$ cat config.mk
export PLATFORM = sky130hd
export DESIGN_NAME = jtpang_prog_fifo
export DESIGN_NICKNAME = d
export VERILOG_FILES = /design/src/rtl/jtpang_dwn_pkg.sv /design/src/rtl/jtpang_prog_fifo_mem.sv /design/src/rtl/jtpang_prog_fifo.sv
export SDC_FILE = /design/constraint.sdc
export NUM_CORES = 1
export LEC_CHECK = 0
export ABC_CLOCK_PERIOD_IN_PS = 6500
export CORE_AREA = 5 5 121 123
export CTS_BUF_LIST = sky130_fd_sc_hd__clkbuf_2 sky130_fd_sc_hd__clkbuf_4 sky130_fd_sc_hd__clkbuf_8
export DETAILED_ROUTE_END_ITERATION = 8
export DIE_AREA = 0 0 126 128
export GPL_TIMING_DRIVEN = 0
export PLACE_DENSITY = 0.67
export SYNTH_ARGS = -nofsm -noshare
export SYNTH_HDL_FRONTEND = slang
export SYNTH_SLANG_ARGS = --single-unit
export TNS_END_PERCENT = 10
$ cat constraint.sdc
create_clock -name clk -period 6.5 [get_ports clk]
set_clock_uncertainty 0.2 [all_clocks]
set_input_delay 0.65 -clock clk [delete_from_list [all_inputs] [get_ports clk]]
set_output_delay 0.65 -clock clk [all_outputs]
set_load 0.05 [all_outputs]
$ cat src/rtl/jtpang_dwn_pkg.sv
// rtl/jtpang_dwn_pkg.sv - shared types and helpers for the jtpang ROM download path
//
// Purpose: parameter defaults, the 33-bit queued write entry and the OBJ
// address swizzle shared by the programming FIFO and its storage.
// Ports: none (package).

package jtpang_dwn_pkg;

  localparam int unsigned HEADER_DEF     = 16;
  localparam logic [24:0] BA1_START_DEF  = 25'h0;
  localparam logic [24:0] BA2_START_DEF  = 25'h0;
  localparam logic [24:0] BA3_START_DEF  = 25'h0;
  localparam logic [24:0] PROM_START_DEF = 25'h1FFFFFF;

  // One queued SDRAM byte write. Lane is kept as a single bit and the mask
  // and duplicated data word are rebuilt on the way out.
  typedef struct packed {
    logic [1:0]  ba;
    logic [21:0] addr;
    logic [7:0]  dbyte;
    logic        lane;
  } prog_entry_t;

  localparam int unsigned ENTRY_W = $bits(prog_entry_t);

  // OBJ layout: byte-address bits [5:1] become {a[4:1],a[5]}, i.e. the low
  // five word-address bits rotate left by one.
  function automatic logic [21:0] obj_swizzle(input logic [21:0] w);
    return {w[21:5], w[3:0], w[4]};
  endfunction

endpackage

$ cat src/rtl/jtpang_prog_fifo_mem.sv
// rtl/jtpang_prog_fifo_mem.sv - small register FIFO holding queued SDRAM writes
//
// Purpose: DEPTH x W storage with read/write pointers carrying an extra wrap
// bit so full and empty are told apart without a counter.
// Ports:
//   clk, rst_n       clock, asynchronous active-low reset (pointers only)
//   push, din        write one entry (caller guarantees !full || pop)
//   pop              discard the head entry (caller guarantees !empty)
//   dout             current head entry, valid while !empty
//   full, empty      occupancy flags

module jtpang_prog_fifo_mem #(
  parameter int unsigned DEPTH = 4,
  parameter int unsigned W     = 33
) (
  input  logic         clk,
  input  logic         rst_n,
  input  logic         push,
  input  logic [W-1:0] din,
  input  logic         pop,
  output logic [W-1:0] dout,
  output logic         full,
  output logic         empty
);

  localparam int unsigned AW = $clog2(DEPTH);
  localparam logic [AW:0] PTR_ONE = {{AW{1'b0}}, 1'b1};

  logic [AW:0]  wr_ptr_q, wr_ptr_d;
  logic [AW:0]  rd_ptr_q, rd_ptr_d;
  logic [W-1:0] mem_q [DEPTH];
  logic [W-1:0] mem_d [DEPTH];

  always_comb begin
    mem_d    = mem_q;
    wr_ptr_d = wr_ptr_q;
    rd_ptr_d = rd_ptr_q;
    // On full+push+pop the write lands in the slot being vacated; the old
    // head has already been presented combinationally this cycle.
    if (push) begin
      mem_d[wr_ptr_q[AW-1:0]] = din;
      wr_ptr_d                = wr_ptr_q + PTR_ONE;
    end
    if (pop) begin
      rd_ptr_d = rd_ptr_q + PTR_ONE;
    end
  end

  always_ff @(posedge clk or negedge rst_n) begin
    if (!rst_n) begin
      wr_ptr_q <= '0;
      rd_ptr_q <= '0;
    end else begin
      wr_ptr_q <= wr_ptr_d;
      rd_ptr_q <= rd_ptr_d;
    end
  end

  // Storage needs no reset: nothing is visible while the pointers say empty.
  always_ff @(posedge clk) begin
    mem_q <= mem_d;
  end

  assign dout  = mem_q[rd_ptr_q[AW-1:0]];
  assign empty = (wr_ptr_q == rd_ptr_q);
  assign full  = (wr_ptr_q[AW] != rd_ptr_q[AW]) &&
                 (wr_ptr_q[AW-1:0] == rd_ptr_q[AW-1:0]);

endmodule

$ cat src/rtl/jtpang_prog_fifo.sv
// rtl/jtpang_prog_fifo.sv - ROM download front end for the SDRAM programming port
//
// Purpose: strips and captures the stream header (Kabuki key), maps each
// downloaded byte to bank / word address / lane, swizzles OBJ addresses,
// strobes PROM bytes out directly and queues SDRAM writes behind a
// prog_we/prog_ack handshake.
// Ports:
//   clk, rst_n                       clock, asynchronous active-low reset
//   downloading                      download window active
//   ioctl_addr/ioctl_dout/ioctl_wr   incoming byte stream
//   header, kabuki_we, kabuki_en     header decode and Kabuki key control
//   prom_we                          one-cycle strobe for PROM bytes
//   prog_addr/data/mask/ba/we        SDRAM write request (held until ack)
//   prog_ack                         SDRAM accepted the presented entry
//   dwnld_busy                       download active or writes still queued
//   ovf                              sticky drop flag, cleared on a new download

module jtpang_prog_fifo
  import jtpang_dwn_pkg::*;
#(
  parameter int unsigned HEADER     = HEADER_DEF,
  parameter logic [24:0] BA1_START  = BA1_START_DEF,
  parameter logic [24:0] BA2_START  = BA2_START_DEF,
  parameter logic [24:0] BA3_START  = BA3_START_DEF,
  parameter logic [24:0] PROM_START = PROM_START_DEF,
  parameter bit          SWAB       = 1'b1,
  parameter int unsigned DEPTH      = 4
) (
  input  logic        clk,
  input  logic        rst_n,
  input  logic        downloading,
  input  logic [24:0] ioctl_addr,
  input  logic [7:0]  ioctl_dout,
  input  logic        ioctl_wr,
  output logic        header,
  output logic        kabuki_we,
  output logic        kabuki_en,
  output logic        prom_we,
  output logic [21:0] prog_addr,
  output logic [15:0] prog_data,
  output logic [1:0]  prog_mask,
  output logic [1:0]  prog_ba,
  output logic        prog_we,
  input  logic        prog_ack,
  output logic        dwnld_busy,
  output logic        ovf
);

  localparam logic [24:0] HDR = 25'(HEADER);

  logic        kabuki_en_q, kabuki_en_d;
  logic        prom_we_q, prom_we_d;
  logic        ovf_q, ovf_d;
  logic        dwn_q, dwn_d;

  logic        wr_ok, in_prom, sdram_wr, push, pop, drop;
  logic        full, empty;
  logic [24:0] off, base, rel;
  logic [1:0]  ba;
  logic [21:0] waddr;
  prog_entry_t push_entry, head;
  logic        unused_rel;

  // Strobes outside the download window are ignored entirely.
  assign wr_ok     = ioctl_wr && downloading;
  assign header    = ioctl_addr < HDR;
  assign kabuki_we = wr_ok && header && (ioctl_addr[3:0] < 4'd11);
  assign off       = ioctl_addr - HDR;
  assign in_prom   = off >= PROM_START;

  always_comb begin
    ba   = 2'd0;
    base = 25'd0;
    if (off >= BA3_START) begin
      ba   = 2'd3;
      base = BA3_START;
    end else if (off >= BA2_START) begin
      ba   = 2'd2;
      base = BA2_START;
    end else if (off >= BA1_START) begin
      ba   = 2'd1;
      base = BA1_START;
    end
    rel   = off - base;
    waddr = rel[22:1];
    if (ba == 2'd3) begin
      waddr = obj_swizzle(waddr);
    end
    push_entry       = '0;
    push_entry.ba    = ba;
    push_entry.addr  = waddr;
    push_entry.dbyte = ioctl_dout;
    push_entry.lane  = off[0] ^ SWAB;
  end

  assign unused_rel = ^{rel[24:23], rel[0]};

  // A full FIFO still accepts a push when the head leaves the same cycle.
  assign pop      = prog_we && prog_ack;
  assign sdram_wr = wr_ok && !header && !in_prom;
  assign push     = sdram_wr && (!full || pop);
  assign drop     = sdram_wr && full && !pop;

  jtpang_prog_fifo_mem #(
    .DEPTH (DEPTH),
    .W     (ENTRY_W)
  ) u_mem (
    .clk   (clk),
    .rst_n (rst_n),
    .push  (push),
    .din   (push_entry),
    .pop   (pop),
    .dout  (head),
    .full  (full),
    .empty (empty)
  );

  always_comb begin
    kabuki_en_d = kabuki_en_q;
    if (kabuki_we && (ioctl_addr[3:0] == 4'd0)) begin
      kabuki_en_d = (ioctl_dout != 8'd0);
    end
    prom_we_d = wr_ok && !header && in_prom;
    dwn_d     = downloading;
    ovf_d     = ovf_q;
    if (downloading && !dwn_q) begin
      ovf_d = 1'b0;
    end
    if (drop) begin
      ovf_d = 1'b1;
    end
  end

  always_ff @(posedge clk or negedge rst_n) begin
    if (!rst_n) begin
      kabuki_en_q <= 1'b0;
      prom_we_q   <= 1'b0;
      ovf_q       <= 1'b0;
      dwn_q       <= 1'b0;
    end else begin
      kabuki_en_q <= kabuki_en_d;
      prom_we_q   <= prom_we_d;
      ovf_q       <= ovf_d;
      dwn_q       <= dwn_d;
    end
  end

  // The request is the FIFO head itself, so it changes only on push-to-empty
  // or pop, and drops with the pointer reset. Fields read zero when idle.
  assign prog_we    = !empty;
  assign prog_ba    = prog_we ? head.ba : 2'd0;
  assign prog_addr  = prog_we ? head.addr : 22'd0;
  assign prog_data  = prog_we ? {head.dbyte, head.dbyte} : 16'd0;
  assign prog_mask  = !prog_we ? 2'b00 : (head.lane ? 2'b01 : 2'b10);
  assign dwnld_busy = downloading || !empty;
  assign kabuki_en  = kabuki_en_q;
  assign prom_we    = prom_we_q;
  assign ovf        = ovf_q;

endmodule

==> run_results.csv, run 1 <==
group,metric,value,unit
run_status,status,"finished clean",
route,wl,12.1,mm
final_layout,postLayoutCellArea,0.00742,mm^2
logic_synthesis,synthTopCellsByArea,"edfxtp_1 (63%), mux4_2 (12%), dfrtp_1 (4.2%)",
critical_path,cp-start-kind,"input pin",
clock_tree,hold_buffers,0,
route,postRouteAntennaNets,0,
grt,grt_use_total,15.5,%
sta,rsz0062_at_grt,"no",
logic_synthesis,avgSynthCellArea,16.4,um^2
final_layout,final_cell_mix,"edfxtp_1 (124), clkdlybuf4s50_1 (82), mux4_2 (31), nor2b_1 (31), clkbuf_8 (19)",
logic_synthesis,syn_nets,405,
route,drt_pass1_iterations,4,
sta,hold_ws,302,ps
placement,portBuffers,82,
hold_path,hold_path_depth,1,
floorplanning,start_util,43.7,%
critical_path,critical_path_class,"in2out",
hold_path,min_from,"u_mem.wr_ptr_q[2]$_DFFE_PN0P_",
grt,grt_pass1_wl,18.8,mm
logic_synthesis,ys.warnings.count,0,
sta,final.min_clock_period,4770,ps
grt,antenna_found_initial,0,
final_layout,nNetsFinal,506,
critical_path,rr_endpoint,"u_mem.mem_q[43]$_DFFE_PP_",
placement,placed_area,0.00698,mm^2
logic_synthesis,synth_edf_count,124,
floorplanning,die_h,128,um
logic_synthesis,ys_seq_area_share,67.1,%
logic_synthesis,yosysTopAreaCell,"edfxtp_1",
final_layout,drive_gt1_share,18.7,%
clock_tree,clk_pin_slew_worst_paths,70,ps
clock_tree,cts_buffer_depth,2,
final_layout,multi_input_area,0.00177,mm^2
sta,relSlewSlack,41.3,%
clock_tree,clk_latency,420,ps
sta,slew_violations,0,
placement,gp_congestion,0.790,
clock_tree,ctsRootBufferMaster,"clkbuf_8",
hold_path,hold_path_end,"u_mem.wr_ptr_q[2]$_DFFE_PN0P_",
floorplanning,core_area,0.0136,mm^2
critical_path,end_kind,"primary output",
grt,grt_overflow,0,
critical_path,r2r_cells,7,
hold_path,hold_path.class,"reg2reg",
critical_path,crit_arrival,3920,ps
route,vias,3405,
route,drt_iter0_markers,263,
floorplanning,dieWidth,126,um
route,via_per_inst,5.20,
final_layout,synthToLayoutAreaGrowth,25.2,%
logic_synthesis,async_flop_share,7.46,%
floorplanning,ioPinCount,87,
grt,grt_pass1_vias,3497,
critical_path,r2r-start,"u_mem.rd_ptr_q[0]$_DFFE_PN0P_",
clock_tree,numClockSinks,134,
grt,grt_max_degree,32,
logic_synthesis,netlist.area_leader.share,62.8,%
sta,worstMarginPinSlew,872,ps
floorplanning,dieArea,0.0161,mm^2
flow_run,maxCapViolCount,0,
critical_path,path_max_fanout,6,
critical_path,cp_data_required_time,5650,ps
route,drc_errors,0,
clock_tree,cts_tree,"done",
critical_path,rrSetupSlack,3800,ps
clock_tree,cts_made_buffers,17,
final_layout,seq_area,0.00397,mm^2
final_layout,diodes,0,
final_layout,fillers,1097,
sta,setup-violations-final,0,
clock_tree,postCtsSetupBuffers,0,
clock_tree,htreeDepth,4,
sta,fin_crit_sh,73.4,%
sta,setup-tns-final,0,ps
sta,hold_violations,0,
logic_synthesis,ys_dominant_reg_cell,"edfxtp_1",
floorplanning,placementRows,43,
placement,dp_hpwl,8.29,mm
route,wl_per_cell,18.4,um
final_layout,final_common_cell,"edfxtp_1",
sta,clock.fmax,0.210,GHz
logic_synthesis,postSynthCellCount,361,
logic_synthesis,syn_area,0.00593,mm^2
logic_synthesis,yosysUniqueCellTypes,46,
clock_tree,cts_resized,0,
logic_synthesis,ys_ff_latch,134,
worst max-delay path, cell delays in order:
cell	delay (ps)
clkdlybuf4s50_1	500
nor4_1	430
nand3_1	320
nor4_1	800
nand3_1	210
a21oi_1	180
clkdlybuf4s50_1	820
logic make-up after synthesis:
family | synth area share, %
buffers and inverters | 3.17
AND/OR/NAND/NOR | 10.3
multiplexers | 12.7
flip-flops | 67.1
XOR/XNOR | 2.96
AO/OA/AOI/OAI | 2.53
adder cells (fa/ha/maj) | 1.27
synth_stat cells (all sizes together), types with 3 or more instances:
| cell type | number |
|---|---|
| edfxtp | 124 |
| mux4 | 31 |
| nor2b | 31 |
| buf | 15 |
| nor2 | 14 |
| xnor2 | 14 |
| nand2 | 13 |
| inv | 12 |
| clkbuf | 11 |
| dfrtp | 10 |
| nand3 | 10 |
| nor4 | 9 |
| nor3 | 7 |
| ha | 6 |
| xor2 | 6 |
| a21oi | 4 |
| nand4 | 4 |
| and2 | 3 |
| mux2i | 3 |
| o211ai | 3 |
| o21ai | 3 |
| or4 | 3 |
final cells by class:
type / instances / share of cell area, %
plain buffers: 26 / 1.92
clock buffers: 20 / 3.63
clock inverters: 12 / 2.36
inverters: 12 / 0.607
multi-input cells: 189 / 23.8
flip-flops and latches: 134 / 53.6
well taps: 180 / 3.04
repair buffers: 82 / 11.1
flip-flops by register name (all words and copies together) (netlist names):
| name | cells |
|---|---|
| u_mem.wr_ptr_q | 3 |
| prom_we | 1 |
| u_mem.rd_ptr_q | 3 |
| kabuki_en | 1 |
| dwn_q | 1 |
| u_mem.mem_q | 124 |
| ovf | 1 |
how the worst max path moves through the flow:
stage	startpoint	to	slack, ps	depth (start not counted)
3_5_place_dp	ioctl_addr[4]	u_mem.mem_q[101]$_DFFE_PP_	1620	9
6_report	ioctl_addr[4]	kabuki_we	1730	7
2_1_floorplan	ioctl_addr[17]	kabuki_we	1610	6
3_3_place_gp	ioctl_addr[4]	u_mem.mem_q[91]$_DFFE_PP_	1020	9
4_1_cts	ioctl_addr[4]	kabuki_we	1670	7
5_1_grt	ioctl_addr[4]	kabuki_we	1430	7
metrics by stage:
step / instances / setup WS, ps / utilization, %
floorplan: 361 / 1610 / -
global placement: 623 / 1020 / 51.4
detailed placement: 623 / 1620 / 51.4
CTS: 655 / 1670 / 54.7
global route: 655 / 1430 / 54.7
finish: 655 / 1730 / 54.7
layer usage:
metal | up-vias | part of all wire, % | GRT usage [%]
li1 | 1592 | - | -
met1 | 1699 | 44 | 20.2
met2 | 102 | 50 | 24.9
met3 | 12 | 5.2 | 4.71
met4 | 0 | 1.2 | 5.24
met5 | - | 0 | 0
Power of run 1 is not shown: default switching activity piles up to over one toggle a cycle in this logic, so the estimate is an artifact.
==> run 2, diff against run 1 <==
--- a/config.mk
+++ b/config.mk
@@ -5,13 +5,13 @@
 export SDC_FILE = /design/constraint.sdc
 export NUM_CORES = 1
 export LEC_CHECK = 0
-export ABC_CLOCK_PERIOD_IN_PS = 6500
+export ABC_CLOCK_PERIOD_IN_PS = 4000
 export CORE_AREA = 5 5 121 123
 export CTS_BUF_LIST = sky130_fd_sc_hd__clkbuf_2 sky130_fd_sc_hd__clkbuf_4 sky130_fd_sc_hd__clkbuf_8
 export DETAILED_ROUTE_END_ITERATION = 8
 export DIE_AREA = 0 0 126 128
 export GPL_TIMING_DRIVEN = 0
-export PLACE_DENSITY = 0.67
+export PLACE_DENSITY = 0.7
 export SYNTH_ARGS = -nofsm -noshare
 export SYNTH_HDL_FRONTEND = slang
 export SYNTH_SLANG_ARGS = --single-unit
==> constraint.sdc (replaced) <==
create_clock -name clk -period 4 [get_ports clk]
set_clock_uncertainty 0.2 [all_clocks]
set_input_delay 0.4 -clock clk [delete_from_list [all_inputs] [get_ports clk]]
set_output_delay 0.4 -clock clk [all_outputs]
set_load 0.05 [all_outputs]
==> run 2 against run 1 <==
  * Cell area increased by 0.15%
  * Global-route usage is 0.62 points higher
  * Cell count did not move
  * Die area unchanged
  * Count of clock-buffer cells in the layout grew 2
  * Core utilization is 0.083 points higher
  * Non-clock buffer count is the same
  * Worst hold slack worse by 210 ps
  * First-iteration DRC count grew 9.5%
  * Flip-flop and latch count did not move
  * Setup slack got worse by 1500 ps
  * Via count up 1.1%
  * Highest routed layer unchanged
==> run_results.csv, run 2 (synthesis gave the netlist of run 1 again) <==
group,metric,value,unit
final_layout,final_common_cell,"edfxtp_1",
grt,grt_pass1_wl,19.5,mm
grt,grt_overflow,0,
clock_tree,htreeDepth,4,
clock_tree,ctsRootBufferMaster,"clkbuf_8",
critical_path,path_cells,"buf_1, xnor2_1, and3_1, clkbuf_1, clkbuf_1, nor2b_1, clkdlybuf4s50_1",
sta,worstMarginPinSlew,677,ps
final_layout,diodes,0,
critical_path,critical_path_class,"reg2out",
final_layout,nNetsFinal,506,
sta,fin_crit_sh,94.7,%
critical_path,cp-start-kind,"register",
placement,gp_congestion,0.777,
critical_path,end_kind,"primary output",
critical_path,path_max_fanout,10,
floorplanning,placementRows,43,
critical_path,cp_slowest_stage_delay,740,ps
final_layout,drive_gt1_share,19.8,%
sta,hold_violations,0,
final_layout,largest_register_ff_count,124,
placement,dp_hpwl,8.18,mm
clock_tree,hold_buffers,0,
critical_path,rrSetupSlack,1480,ps
clock_tree,cts_buffer_depth,2,
floorplanning,die_h,128,um
route,drt_iter0_markers,288,
sta,setup-violations-final,0,
sta,final.min_clock_period,3790,ps
critical_path,rr_endpoint,"u_mem.mem_q[118]$_DFFE_PP_",
sta,rsz0062_at_grt,"yes",
critical_path,cp_data_required_time,3400,ps
final_layout,final_cells,655,
placement,dp_slack,-653,ps
clock_tree,clk_pin_slew_worst_paths,70,ps
final_layout,largest_register,"u_mem.mem_q",
sta,slew_violations,0,
route,vias,3443,
critical_path,cpMostUsedCell,"clkbuf_1",
placement,placed_area,0.00698,mm^2
sta,hold_ws,87.4,ps
power_and_ir_drop,p_leak,0.00253,uW
grt,antenna_found_initial,0,
placement,post-place-cells,623,
route,wl,12.3,mm
final_layout,final_cell_mix,"edfxtp_1 (124), clkdlybuf4s50_1 (81), mux4_2 (31), nor2b_1 (31), clkbuf_8 (17)",
floorplanning,core_area,0.0136,mm^2
power_and_ir_drop,vdd_drop_max,370,uV
clock_tree,clk_latency,430,ps
final_layout,reg_top3,"u_mem.mem_q: 124 flops, u_mem.rd_ptr_q: 3 flops, u_mem.wr_ptr_q: 3 flops",
critical_path,crit_arrival,3190,ps
sta,clock.fmax,0.264,GHz
clock_tree,cts_resized,7,
clock_tree,numClockSinks,134,
sta,worst_slack,211,ps
grt,grt_use_total,16.1,%
grt,grt_pass1_vias,3631,
critical_path,r2r-start,"u_mem.rd_ptr_q[0]$_DFFE_PN0P_",
placement,portBuffers,82,
floorplanning,ioPinCount,87,
power_and_ir_drop,p_per_area,880,mW/mm^2
flow_run,maxCapViolCount,0,
run_status,status,"finished clean",
route,drc_errors,0,
route,drt_pass1_iterations,4,
route,postRouteAntennaNets,0,
final_layout,post-route-util,54.8,%
clock_tree,postCtsSetupBuffers,0,
floorplanning,dieWidth,126,um
route,via_per_inst,5.26,
clock_tree,cts_made_buffers,17,
critical_path,slowest_stage,"clkdlybuf4s50_1",
final_layout,postLayoutCellArea,0.00743,mm^2
hold_path,hold_path.class,"in2async",
grt,grt_max_degree,32,
critical_path,r2r_cells,7,
floorplanning,start_util,43.7,%
sta,relSlewSlack,54.8,%
clock_tree,cts_tree,"done",
final_layout,synthToLayoutAreaGrowth,25.4,%
route,wl_per_cell,18.8,um
floorplanning,dieArea,0.0161,mm^2
-- run 2: changes by cell type in the layout (fill, tap and decap cells not counted), moves of 2 or more --
cell             previous run  this run
and2_2                      3         0
buf_1                       3         1
clkbuf_4                    1         5
clkbuf_8                   19        17
clkdlybuf4s15_2             0         2
clkinvlp_4                  3         1
and2_4                      0         3
-- run 2: critical path, delay by kind of cell (launching register included) --
family | cells | cell delay (ps)
xor gates and xnor gates | 1 | 190
and+or+nand+nor | 2 | 340
DFF | 1 | 350
buffers and inverters | 4 | 1870
-- run 2: worst max path at each step --
stage                                             start                    endpoint  slack (ps)  depth (start not counted)
after floorplan                          ioctl_addr[17]                   kabuki_we         280                          6
after global placement                    ioctl_addr[4]  u_mem.mem_q[124]$_DFFE_PP_       -1190                          9
after detailed placement                  ioctl_addr[4]  u_mem.mem_q[123]$_DFFE_PP_        -650                          9
after CTS                                 ioctl_addr[4]  u_mem.mem_q[103]$_DFFE_PP_          40                         10
after global routing      u_mem.rd_ptr_q[1]$_DFFE_PN0P_               prog_data[11]         -30                          8
final                     u_mem.rd_ptr_q[1]$_DFFE_PN0P_               prog_addr[14]         210                          7
-- run 2: routing by layer --
metal / global-route usage, % / wire length [um]
met3: 3.96 / 773
met2: 25.9 / 5920
met1: 21.5 / 5480
met5: 0 / 0
met4: 5.87 / 113
-- run 2: report_power, final --
part	leakage, uW	internal (uW)	switching, uW
clock network	0.000209	645	480
registers	0.00125	1720	55.4
logic	0.00107	1340	2300
total	0.00253	3710	2830
-- run 2: stage by stage --
step | setup TNS [ps] | total power, uW
after floorplan | 0 | 4340
after global placement | -138730 | 5440
after detailed placement | -74800 | 5470
after CTS | 0 | 6610
after global routing | -128 | 6830
final | 0 | 6540
-- run 2: cell type report --
class	instances	area, um^2
Buffer	26	159
Clock inverter	10	130
Fill cell	1123	6130
Inverter	12	47.5
Multi-Input combinational cell	189	1800
Sequential cell	134	3970
Timing Repair Buffer	82	823
Clock buffer	22	272
Tap cell	180	225
(Power assumes the default switching activity.)
==> run 3, diff against run 2 <==
--- a/config.mk
+++ b/config.mk
@@ -7,10 +7,9 @@
 export LEC_CHECK = 0
 export ABC_CLOCK_PERIOD_IN_PS = 4000
 export CORE_AREA = 5 5 121 123
-export CTS_BUF_LIST = sky130_fd_sc_hd__clkbuf_2 sky130_fd_sc_hd__clkbuf_4 sky130_fd_sc_hd__clkbuf_8
+export CTS_BUF_LIST = sky130_fd_sc_hd__clkbuf_2
 export DETAILED_ROUTE_END_ITERATION = 8
 export DIE_AREA = 0 0 126 128
-export GPL_TIMING_DRIVEN = 0
 export PLACE_DENSITY = 0.7
 export SYNTH_ARGS = -nofsm -noshare
 export SYNTH_HDL_FRONTEND = slang
==> run 3 against run 2 <==
  * Clock power fell by 40%
  * Register-to-register slack gained 60 ps
  * Critical path depth rose by 4
  * Routed wire length grew 3.4%
  * First-iteration DRC count fell by 16%
==> run_results.csv, run 3 (synthesis gave the netlist of run 1 again) <==
group,metric,value,unit
final_layout,diodes,0,
power_and_ir_drop,p_leak,0.00254,uW
critical_path,cp_slowest_stage_delay,660,ps
sta,rsz0062_at_grt,"no",
critical_path,path_max_fanout,9,
route,wl,12.7,mm
power_and_ir_drop,p_per_area,813,mW/mm^2
route,met1Wirelength,5.45,mm
sta,fin_crit_sh,82.7,%
grt,antenna_found_initial,0,
critical_path,rrSetupSlack,1540,ps
clock_tree,numClockSinks,134,
clock_tree,cts_tree,"done",
critical_path,path_cells,"clkdlybuf4s50_1, inv_1, ha_1, or4b_2, a21oi_1, o211ai_1, a211oi_2, nand4_1, o31a_2, and2_1, buf_4",
floorplanning,die_h,128,um
floorplanning,placementRows,43,
final_layout,drive_gt1_share,29.6,%
run_status,status,"finished clean",
route,top_layer,"met4",
power_and_ir_drop,power,5840,uW
final_layout,reg_top3,"u_mem.mem_q: 124 flops, u_mem.rd_ptr_q: 3 flops, u_mem.wr_ptr_q: 3 flops",
clock_tree,htreeDepth,4,
placement,dp_slack,14.5,ps
grt,grt_use_total,16.4,%
floorplanning,core_area,0.0136,mm^2
final_layout,final_cell_mix,"edfxtp_1 (124), buf_4 (67), clkdlybuf4s50_1 (40), mux4_2 (31), nor2b_1 (31)",
final_layout,final_common_cell,"edfxtp_1",
critical_path,crit_arrival,3520,ps
sta,clock.fmax,0.302,GHz
sta,setup-tns-final,0,ps
final_layout,post-route-util,53.0,%
critical_path,cp_data_required_time,4210,ps
clock_tree,clk_latency,650,ps
sta,hold_violations,0,
sta,worst_slack,692,ps
route,vias,3509,
route,wl_per_cell,19.3,um
critical_path,end_kind,"register",
placement,gp_congestion,0.806,
floorplanning,start_util,43.7,%
route,drt_pass1_iterations,4,
final_layout,nNetsFinal,510,
final_layout,synthToLayoutAreaGrowth,21.4,%
placement,dp_hpwl,9.07,mm
placement,post-place-cells,626,
sta,final.min_clock_period,3310,ps
clock_tree,cts_buffer_depth,2,
sta,slew_violations,0,
grt,grt_max_degree,26,
placement,portBuffers,86,
sta,worstMarginPinSlew,688,ps
critical_path,cp-start-kind,"input pin",
grt,grt_pass1_vias,3643,
route,drc_errors,0,
route,postRouteAntennaNets,0,
route,met3WireLength,960,um
hold_path,hold_path.class,"in2reg",
final_layout,largest_register_ff_count,124,
route,via_per_inst,5.32,
critical_path,slowest_stage,"or4b_2",
floorplanning,dieWidth,126,um
critical_path,critical_path_class,"in2reg",
flow_run,maxCapViolCount,0,
route,wl_met2,6.20,mm
final_layout,largest_register,"u_mem.mem_q",
grt,grt_overflow,0,
clock_tree,clk_pin_slew_worst_paths,160,ps
grt,grt_pass1_wl,20.1,mm
sta,setup-violations-final,0,
clock_tree,cts_made_buffers,17,
route,drt_iter0_markers,242,
sta,relSlewSlack,54.1,%
final_layout,final_cells,659,
floorplanning,ioPinCount,87,
clock_tree,ctsRootBufferMaster,"clkbuf_2",
final_layout,fillers,1136,
floorplanning,dieArea,0.0161,mm^2
power_and_ir_drop,vdd_drop_max,265,uV
## run 3: repair_timing
item	4_1_cts	5_1_grt
hold buffers	1	0
resized for setup	0	0
hold endpoints to repair	10	0
setup endpoints to repair	0	0
setup buffers	0	0
## run 3: path summary, 6_finish.rpt
| path | from | to | cells past startpoint |
|---|---|---|---|
| max | ioctl_addr[4] | u_mem.mem_q[100]$_DFFE_PP_ | 11 |
| min | downloading | dwn_q$_DFF_PN0_ | 1 |
| max in group asynchronous | rst_n | u_mem.rd_ptr_q[0]$_DFFE_PN0P_ | 2 |
| max reg2reg | u_mem.rd_ptr_q[1]$_DFFE_PN0P_ | u_mem.mem_q[40]$_DFFE_PP_ | 7 |
| min reg2reg | kabuki_en$_DFFE_PN0P_ | kabuki_en$_DFFE_PN0P_ | 1 |
| min in group asynchronous | rst_n | u_mem.rd_ptr_q[1]$_DFFE_PN0P_ | 2 |
## run 3: cell type report
| class | count | area [um^2] | share of cell area [%] |
|---|---|---|---|
| clock buffer | 24 | 120 | 1.67 |
| multi-input combinational | 189 | 1770 | 24.6 |
| clock inverter | 8 | 62.6 | 0.870 |
| inverter | 12 | 45.0 | 0.626 |
| tap | 180 | 225 | 3.13 |
| timing repair buffer | 112 | 993 | 13.8 |
| sequential | 134 | 3980 | 55.3 |
## run 3: power by group
group / internal (uW) / leakage (uW) / switching [uW]
sequential: 1720 / 0.00125 / 132
clock: 231 / 0.000128 / 439
combinational: 1120 / 0.00116 / 2200
## run 3: layer usage
layer | track usage (%) | vias up
met4 | 4.98 | 0
met1 | 22.0 | 1764
met3 | 5.25 | 8
met2 | 26.0 | 130
met5 | 0 | -
li1 | - | 1607
## run 3: critical path, delay by kind of cell
family	cells	cell delay (ps)
compound gates	4	980
simple gates	3	1090
buf+inv	3	730
fa+ha+maj	1	310
## run 3: stage by stage
step,hold WS (ps),cell area [um^2]
floorplan,-95.6,5930
global placement,264,7000
detailed placement,266,7000
CTS,35.1,7190
global route,7.05,7190
finish,122,7190
